===== src/rtl/signed_unary_pipe.sv =====
// Two-stage, back-pressurable pipeline that applies one signed unary operator per transaction.
// Define SIGNED_UNARY_SAT_EN to saturate NEG/ABS of the most negative value to MAX instead of wrapping.
module signed_unary_pipe #(
    parameter int WIDTH = 8,
    parameter int CNT_W = 8
) (
    input  logic             clk,
    input  logic             rst,
    input  logic             in_valid,
    output logic             in_ready,
    input  logic [WIDTH-1:0] in_val,
    input  logic [2:0]       in_op,
    output logic             out_valid,
    input  logic             out_ready,
    output logic [WIDTH-1:0] out_data,
    output logic             out_ovf,
    output logic             out_zero,
    output logic [CNT_W-1:0] ovf_count
);

    localparam logic [2:0] OP_NEG  = 3'd0;
    localparam logic [2:0] OP_ABS  = 3'd1;
    localparam logic [2:0] OP_NOT  = 3'd2;
    localparam logic [2:0] OP_LNOT = 3'd3;
    localparam logic [2:0] OP_RAND = 3'd4;
    localparam logic [2:0] OP_ROR  = 3'd5;
    localparam logic [2:0] OP_RXOR = 3'd6;

    logic             s1_v_reg;
    logic [WIDTH-1:0] s1_val_reg;
    logic [2:0]       s1_op_reg;
    logic             s2_v_reg;
    logic [WIDTH-1:0] s2_data_reg;
    logic             s2_ovf_reg;
    logic             s2_zero_reg;
    logic [CNT_W-1:0] ovf_count_reg;

    logic             s1_adv;
    logic             s2_adv;
    logic [WIDTH-1:0] min_val;
    logic [WIDTH-1:0] max_val;
    logic [WIDTH-1:0] neg_val;
    logic             is_min;
    logic [WIDTH-1:0] res_next;
    logic             ovf_next;
    logic             zero_next;

    // MIN is a lone sign bit; MAX is its complement.
    genvar gi;
    generate
        for (gi = 0; gi < WIDTH; gi++) begin : g_min
            assign min_val[gi] = (gi == WIDTH - 1);
        end
    endgenerate

    assign max_val = ~min_val;

    assign s2_adv   = !s2_v_reg || out_ready;
    assign s1_adv   = !s1_v_reg || s2_adv;
    assign in_ready = s1_adv;

    assign neg_val = '0 - s1_val_reg;
    assign is_min  = (s1_val_reg == min_val);

    always_comb begin
        res_next = s1_val_reg;
        ovf_next = 1'b0;
        case (s1_op_reg)
            OP_NEG: begin
                res_next = neg_val;
                ovf_next = is_min;
            end
            OP_ABS: begin
                res_next = s1_val_reg[WIDTH-1] ? neg_val : s1_val_reg;
                ovf_next = is_min;
            end
            OP_NOT:  res_next = ~s1_val_reg;
            OP_LNOT: res_next = {{(WIDTH-1){1'b0}}, (s1_val_reg == '0)};
            OP_RAND: res_next = {{(WIDTH-1){1'b0}}, &s1_val_reg};
            OP_ROR:  res_next = {{(WIDTH-1){1'b0}}, |s1_val_reg};
            OP_RXOR: res_next = {{(WIDTH-1){1'b0}}, ^s1_val_reg};
            default: res_next = s1_val_reg;
        endcase
`ifdef SIGNED_UNARY_SAT_EN
        if (ovf_next) begin
            res_next = max_val;
        end
`else
        // Wrapping: two's-complement negation of MIN already yields MIN.
        res_next = res_next;
`endif
        zero_next = (res_next == '0);
    end

    always_ff @(posedge clk) begin
        if (rst) begin
            s1_v_reg      <= 1'b0;
            s1_val_reg    <= '0;
            s1_op_reg     <= '0;
            s2_v_reg      <= 1'b0;
            s2_data_reg   <= '0;
            s2_ovf_reg    <= 1'b0;
            s2_zero_reg   <= 1'b0;
            ovf_count_reg <= '0;
        end else begin
            if (s1_adv) begin
                s1_v_reg <= in_valid;
                if (in_valid) begin
                    s1_val_reg <= in_val;
                    s1_op_reg  <= in_op;
                end
            end
            // Result registers only load with a real entry so stalled/idle outputs stay put.
            if (s2_adv) begin
                s2_v_reg <= s1_v_reg;
                if (s1_v_reg) begin
                    s2_data_reg <= res_next;
                    s2_ovf_reg  <= ovf_next;
                    s2_zero_reg <= zero_next;
                end
            end
            if (s2_v_reg && out_ready && s2_ovf_reg && (ovf_count_reg != '1)) begin
                ovf_count_reg <= ovf_count_reg + CNT_W'(1);
            end
        end
    end

    assign out_valid = s2_v_reg;
    assign out_data  = s2_data_reg;
    assign out_ovf   = s2_ovf_reg;
    assign out_zero  = s2_zero_reg;
    assign ovf_count = ovf_count_reg;

endmodule


===== config.mk =====
export PLATFORM = sky130hd
export DESIGN_NAME = signed_unary_pipe
export DESIGN_NICKNAME = d
export VERILOG_FILES = /design/src/rtl/signed_unary_pipe.sv
export SDC_FILE = /design/constraint.sdc
export NUM_CORES = 1
export LEC_CHECK = 0
export CAP_MARGIN = 20
export CORE_MARGIN = 4
export CORE_UTILIZATION = 50
export DETAILED_ROUTE_END_ITERATION = 12
export GPL_TIMING_DRIVEN = 0
export PLACE_DENSITY_LB_ADDON = 0.08
export SYNTH_ARGS = -nofsm -noshare
export SYNTH_HDL_FRONTEND = slang
export SYNTH_SLANG_ARGS = --single-unit

===== constraint.sdc =====
create_clock -name clk -period 2.6 [get_ports clk]
set_clock_uncertainty 0.1 [all_clocks]
set_input_delay 0.52 -clock clk [delete_from_list [all_inputs] [get_ports clk]]
set_output_delay 0.52 -clock clk [all_outputs]
set_load 0.03 [all_outputs]

* Yosys cells after proc, flatten, opt, wreduce, memory -nomap -nowiden
Cells that the tools add are included.
** Storage, ports and cells
- Bits in registers :: 31
- Input bits :: 15
- Output and inout port bits :: 20
- Logic and storage cells :: 38
** Operators by class
- Add/sub/neg operators :: 2
- Equality and inequality tests :: 8
- Multiplexer cells :: 3
- Bitwise gates (word level) :: 1
- Reductions and logical operators :: 16
** Operator list (count)
- $pmux 8 s7 :: 1
- $logic_not 8->1 :: 2
- $eq 3x3->1 const B :: 3
- $add 8x1->8 const B :: 1
- $eq 8x8->1 const B :: 1
- $mux 8 :: 1
- $ne 8x8->1 const B :: 1
- $not 8->8 :: 1
- $reduce_and 8->1 :: 1
- $reduce_or 8->1 :: 1
- $reduce_xor 8->1 :: 1
- $sub 1x8->8 const A :: 1
- $eq 3x2->1 const B :: 2
- $reduce_and 2->1 :: 2
- $eq 3x1->1 const B :: 1
- $logic_and 1x1->1 :: 3
- $logic_not 3->1 :: 1
- $logic_not 1->1 :: 2
- $logic_or 1x1->1 :: 2
- $reduce_or 2->1 :: 1
- $mux 1 :: 1

* Depth between registers and ports, before layout
Gate-level depths: netlist of the first run.
- Depth after elaboration :: 4
- Mapped depth :: 10
- Depth with buffers taken out :: 10

* Least setup slack after synthesis of the first run
No wires, ideal clock.
- Path kind :: register -> register
- Start :: register s1_val_reg[0]
- End :: register s2_zero_reg (netlist: out_zero)
- Arrival time :: 2.072 ns
- Setup slack :: 0.311 ns
- Cell stages (with the launch flop) :: 11
- Period minus slack after synthesis :: 2.289 ns
- Cells stage by stage :: dfxtp_1 or3_4 or3_4 nor3_1 ha_1 nor4bb_1 a41o_1 a21oi_1 nand4_1 a211oi_1 a32o_1
** Between the ends
- Cells in the longest elaborated chain, start to end :: 4
- Elaborated cells on any way between the ends :: 9
- Those cells by class :: add/sub: 1; mux: 2; bitwise: 1; reduce/logical: 5
** Ends and longest elaborated chain
- start, declared :: line 30 : logic [WIDTH-1:0] s1_val_reg;
- start signal, assigned :: line 109 : s1_val_reg <= in_val;
- $sub 1x8->8 :: line 62 : assign neg_val = '0 - s1_val_reg;
- $mux 8 :: line 74 : res_next = s1_val_reg[WIDTH-1] ? neg_val : s1_val_reg;
- $pmux 8 s7 * :: line 68 : case (s1_op_reg)
- $logic_not 8->1 * :: line 92 : zero_next = (res_next == '0);
- end signal, assigned :: line 119 : s2_zero_reg <= zero_next;
- end, declared :: line 35 : logic s2_zero_reg;
Mark *: on every way between the ends. The rest lies on a longest branch, timed or not.
A chain may end at the register's enable or synchronous reset.

* Final worst setup path of the first run
- Start :: register s1_val_reg[1]
- End :: register s2_zero_reg (netlist: out_zero)
Same word-level chain as after synthesis.

==> results_dict.tcl, run 1 <==
set metrics [dict create \
    clk_latency_ns 0.32 \
    ios 35 \
    grt_pass1_vias 1529 \
    cts_sinks 31 \
    antenna_left 0 \
    rsz0062_at_grt "no" \
    worstPathArrival_ns 2.56 \
    gp_congestion 0.885 \
    setup_ws_ns 0.160 \
    antenna_cells 0 \
    setup_viol 0 \
    synth_area_leaders "dfxtp_1 (35%), ha_1 (7.8%), nor2_1 (6.4%), a21oi_1 (6.0%), nand2_1 (4.9%)" \
    worst_pin_slew_ns 0.596 \
    synth_top_area_frac 0.352 \
    postCtsSetupBuffers 0 \
    h-tree-depth 2 \
    die_x_um 67.4 \
    place_hpwl_um 3140 \
    max_freq_ghz 0.410 \
    rows 21 \
    final_cell_area_mm2 0.00222 \
    slew_viol_final 0 \
    synth_common_cells "dfxtp_1 (31), nor2_1 (30), nand2_1 (23)" \
    min_period_over_period 0.939 \
    drtPass1Iterations 4 \
    cts-root-buf "clkbuf_4" \
    leakage_uw 0.000889 \
    portBuffers 34 \
    criticalPathCategory "register to register" \
    worstHoldStart "out_data[6]" \
    die-area_mm2 0.00454 \
    pre_cts_slack_ns -0.358 \
    numCtsBuffers 5 \
    grt_first_pass_wirelength_um 6810 \
    grt_usage 0.197 \
    outcome "finished, final reports clean" \
    crit_start "s1_val_reg[1]" \
    finalCriticalPeriod_ns 2.44 \
    yosysWarnings 0 \
    avgSynthCellArea_um2 8.01 \
    antenna_found_initial 0 \
    cp-start-kind "register" \
    end_kind "register" \
    coreArea_mm2 0.00336 \
    die_h_um 67.4 \
    synth_nets 246 \
    power.density_mw_per_mm2 471 \
    yosysMostFrequentCell "dfxtp_1" \
    hold_ws_ns 0.364 \
    instances_no_fill 306 \
    peakVddDrop_mv 0.297 \
    routedWlPerCell_um 13.2 \
    clk_transition_reported_paths_ns 0.09 \
    ys_seq_elements 31 \
    reg2reg_from "s1_val_reg[1]" \
    fin_nets 286 \
    cts_tree "built" \
    netlist_area_mm2 0.00176 \
    drive_gt1_frac 0.0923 \
    syn_inst 220 \
    cts_buffer_depth 2 \
    place_inst 300 \
    initial_core_util 0.524 \
    syn_to_final_growth_pct 26.1 \
    gr-total-overflow 0 \
    route.detailed.vias_per_inst 5.44 \
    slew_headroom 0.598 \
    drv_cap 0 \
    worstPathMaxFanout 6 \
    synth_edf_count 0 \
    ys.flop_type "dfxtp_1" \
    ys_seq_area_frac 0.352 \
    synth_largest_area_cell "dfxtp_1" \
    drc 0 \
    cp.required_ns 2.72 \
    vias 1665 \
    final_util 0.660 \
    async_flop_share 0 \
    grt_max_degree 14 \
    yosysUniqueCellTypes 48 \
    wirelength_um 4050 \
    report.final.hold_viol_count 0 \
    placed_area_mm2 0.00216 \
    hold_path.class "register to register" \
    drtIter0Drc 93 \
]
placed cells by master, fill, tap and decap left out, types with 2 or more instances in the layout:
cell type and n:
a211oi_1 6, a21oi_1 21, and3_1 2, and4_1 2, buf_2 4, clkbuf_1 5
clkbuf_4 5, clkdlybuf4s50_1 33, dfxtp_1 31, ha_1 11, inv_1 11, mux2i_1 3
nand2_1 22, nand2_2 2, nand3_1 15, nand4_1 2, nor2_1 30, nor2b_1 3
nor3_1 3, nor3_2 2, o21ai_0 3, o21ai_1 3, o41ai_1 2, or3_4 2
xnor2_1 4, xor2_1 5
per-stage QoR:
step | power [µW] | setup TNS, ns
floorplan | 691 | 0
global placement | 770 | -0.351
detailed placement | 773 | -0.358
CTS | 1060 | 0
global route | 1100 | 0
finish | 1050 | 0
worst paths after layout:
check | end | depth (start not counted) | slack, ns
worst max-delay path | out_zero | 10 | 0.16
worst min-delay path | out_data[6] | 2 | 0.36
worst max register to register | out_zero | 10 | 0.16
worst min register to register | out_data[6] | 2 | 0.36
cell type report:
| class | instances | area [µm²] |
|---|---|---|
| tap | 46 | 57.6 |
| sequential | 31 | 621 |
| clock buffer | 6 | 51.3 |
| multi-input combinational | 166 | 1050 |
| timing repair buffer | 34 | 339 |
| fill | 340 | 1140 |
| inverter | 11 | 41.3 |
| buffer | 11 | 53.8 |
| clock inverter | 1 | 5.00 |
power breakdown:
part	internal (µW)	switching, µW	leakage, µW
sequential	496	21.7	0.000254
combinational	110	137	0.000601
clock	125	157	0.0000341
total	731	316	0.000889
worst max-delay path: stages, from the launching register on:
cell and delay (ns):
dfxtp_1 0.38, or3_4 0.40, or3_4 0.36, nor3_2 0.12
ha_1 0.16, nor4bb_1 0.27, a41o_1 0.13, a21oi_1 0.06
nand4_1 0.09, a211oi_1 0.05, a32o_1 0.23
cells by family after synthesis:
logic type	count (synthesis)	share of synthesized area
AO/OA/AOI/OAI	46	0.170
buffers and inverters	23	0.0561
adder cells (fa/ha/maj)	11	0.0781
AND/OR/NAND/NOR	97	0.281
XOR/XNOR	9	0.0447
multiplexers	3	0.0170
flip-flops	31	0.352
routing by layer:
layer  GRT usage  vias up  routed length [µm]
li1            -      851                   -
met1       0.256      762                1910
met2       0.315       41                1880
met3      0.0433       11                 161
met4      0.0810        0                  91
met5           0        -                   0
what timing repair did:
action                                  in CTS  in global routing
gates resized for setup                      2                  2
hold buffers                                 0                  0
endpoints found under the setup margin       1                  2
No activity file was read; power rests on OpenSTA's default activity.
==> run 2, diff against run 1 <==
- CAP_MARGIN: 20 -> 25
- TNS_END_PERCENT: default -> 1
==> results of run 2 <==
The final DEF is identical to that of run 1; final timing and power are the same.
==> run 3, diff against run 2 <==
- PLACE_DENSITY: default -> 0.76
- PLACE_DENSITY_LB_ADDON: 0.08 -> default
- RECOVER_POWER: default -> 100
==> run 3 against run 2 <==
Net effect:
- clock power grew 18%
- combinational power is essentially flat
- non-clock buffer count is the same
- total power grew 4.6%
- global-route usage grew 0.48 points
- largest power group unchanged
==> results_dict.tcl, run 3 (synthesis results as in run 1) <==
set metrics [dict create \
    grt_pass1_vias 1533 \
    cp-start-kind "register" \
    drtIter0Drc 135 \
    layout_common_cells "nor2_1 (30), dfxtp_1 (28), nand2_1 (22)" \
    initial_core_util 0.524 \
    internal-power_uw 761 \
    coreArea_mm2 0.00336 \
    grt_first_pass_wirelength_um 6880 \
    place_hpwl_um 3090 \
    antenna_found_initial 0 \
    leakage_uw 0.000951 \
    portBuffers 34 \
    ios 35 \
    layout.area.seq_um2 624 \
    holdPathEnd "out_data[6]" \
    wirelength_um 4160 \
    finalCriticalPeriod_ns 2.49 \
    outcome "finished, final reports clean" \
    h-tree-depth 2 \
    cts_buffer_depth 2 \
    worst_pin_slew_ns 0.563 \
    drive_gt1_frac 0.103 \
    antenna_cells 0 \
    reg2reg_from "s1_val_reg[0]" \
    final_common_cell "nor2_1" \
    criticalPathCategory "register to register" \
    syn_to_final_growth_pct 26.8 \
    cts_resized 2 \
    end_kind "register" \
    max_freq_ghz 0.402 \
    worstPathMaxFanout 5 \
    finalSetupTns_ns 0 \
    peakVddDrop_mv 0.377 \
    drc 0 \
    cts_sinks 31 \
    antenna_left 0 \
    gp_congestion 0.928 \
    postCtsSetupBuffers 0 \
    swShare 0.305 \
    die-area_mm2 0.00454 \
    min_period_over_period 0.958 \
    fin_nets 286 \
    numCtsBuffers 5 \
    routedWlPerCell_um 13.6 \
    slew_viol_final 0 \
    drv_cap 0 \
    slew_headroom 0.620 \
    pwr-share-clk 0.304 \
    grt_max_degree 14 \
    r2r_slack_ns 0.11 \
    worstPathArrival_ns 2.63 \
    hold_path_depth 2 \
    cts_hold_buf 0 \
    gr-total-overflow 0 \
    setup_viol 0 \
    rr_worst_depth 10 \
    report.final.hold_viol_count 0 \
    final_util 0.664 \
    drtPass1Iterations 4 \
    rows 21 \
    instances_no_fill 307 \
    hold_path.class "register to register" \
    die_x_um 67.4 \
    place_inst 300 \
    power_frac_seq 0.472 \
    r2r_end "out_zero" \
    pwr-share-comb 0.224 \
    total_power_uw 1090 \
    cts-root-buf "clkbuf_4" \
    cp.required_ns 2.74 \
    clk_latency_ns 0.34 \
    worstHoldStart "out_data[6]" \
    route.detailed.vias_per_inst 5.44 \
    multi_input_area_mm2 0.00104 \
    power.switching_uw 334 \
    die_h_um 67.4 \
    clk_transition_reported_paths_ns 0.10 \
    num-fill-cells 312 \
    cts_tree "built" \
    vias 1670 \
    grt_usage 0.202 \
    rsz0062_at_grt "no" \
    power.density_mw_per_mm2 490 \
]
-- run 3: through the flow --
step	hold WS [ns]	setup WS, ns	instance area, µm²
6_report	0.375	0.110	2230
5_1_grt	0.404	0.00980	2230
4_1_cts	0.379	0.0426	2230
3_5_place_dp	0.361	-0.394	2160
3_3_place_gp	0.352	-0.371	2160
2_1_floorplan	0.378	0.311	1760
-- run 3: worst max path at each step --
| stage | startpoint | to | cells after the start |
|---|---|---|---|
| detailed placement | out_ready | in_ready | 5 |
| floorplan | s1_val_reg[0] | out_zero | 10 |
| global placement | out_ready | in_ready | 5 |
| global route | s1_val_reg[0] | out_zero | 10 |
| CTS | out_ready | in_ready | 4 |
| finish | s1_val_reg[0] | out_zero | 10 |
-- run 3: metal layers --
| layer | GRT usage | wire length, µm | up-vias |
|---|---|---|---|
| met2 | 0.324 | 1960 | 51 |
| met5 | 0 | 0 | - |
| met1 | 0.248 | 1880 | 756 |
| met3 | 0.0582 | 210 | 9 |
| met4 | 0.0937 | 114 | 0 |
| li1 | - | - | 854 |
-- run 3: area by class of cell --
cell class,instances,area share
Multi-Input combinational cell,166,0.468
Sequential cell,31,0.280
Timing Repair Buffer,34,0.152
Clock buffer,7,0.0291
Tap cell,46,0.0258
Buffer,11,0.0241
Inverter,11,0.0185
Clock inverter,1,0.00336
-- run 3: worst max-delay path, stage by stage (launching register included) --
cell and delay (ns):
dfxtp_2 0.36, or3_4 0.39, or3_4 0.35, nor3_1 0.14, ha_1 0.17, nor4bb_1 0.29, a41o_1 0.16, a21oi_2 0.05
nand4_1 0.08, a211oi_1 0.05, a32o_1 0.23
-- run 3: power groups by stage --
stage	clock network [µW]	registers [µW]	logic (µW)
floorplan	0	543	149
global placement	0	527	242
detailed placement	0	527	246
CTS	340	516	246
global route	361	520	271
finish	333	517	245
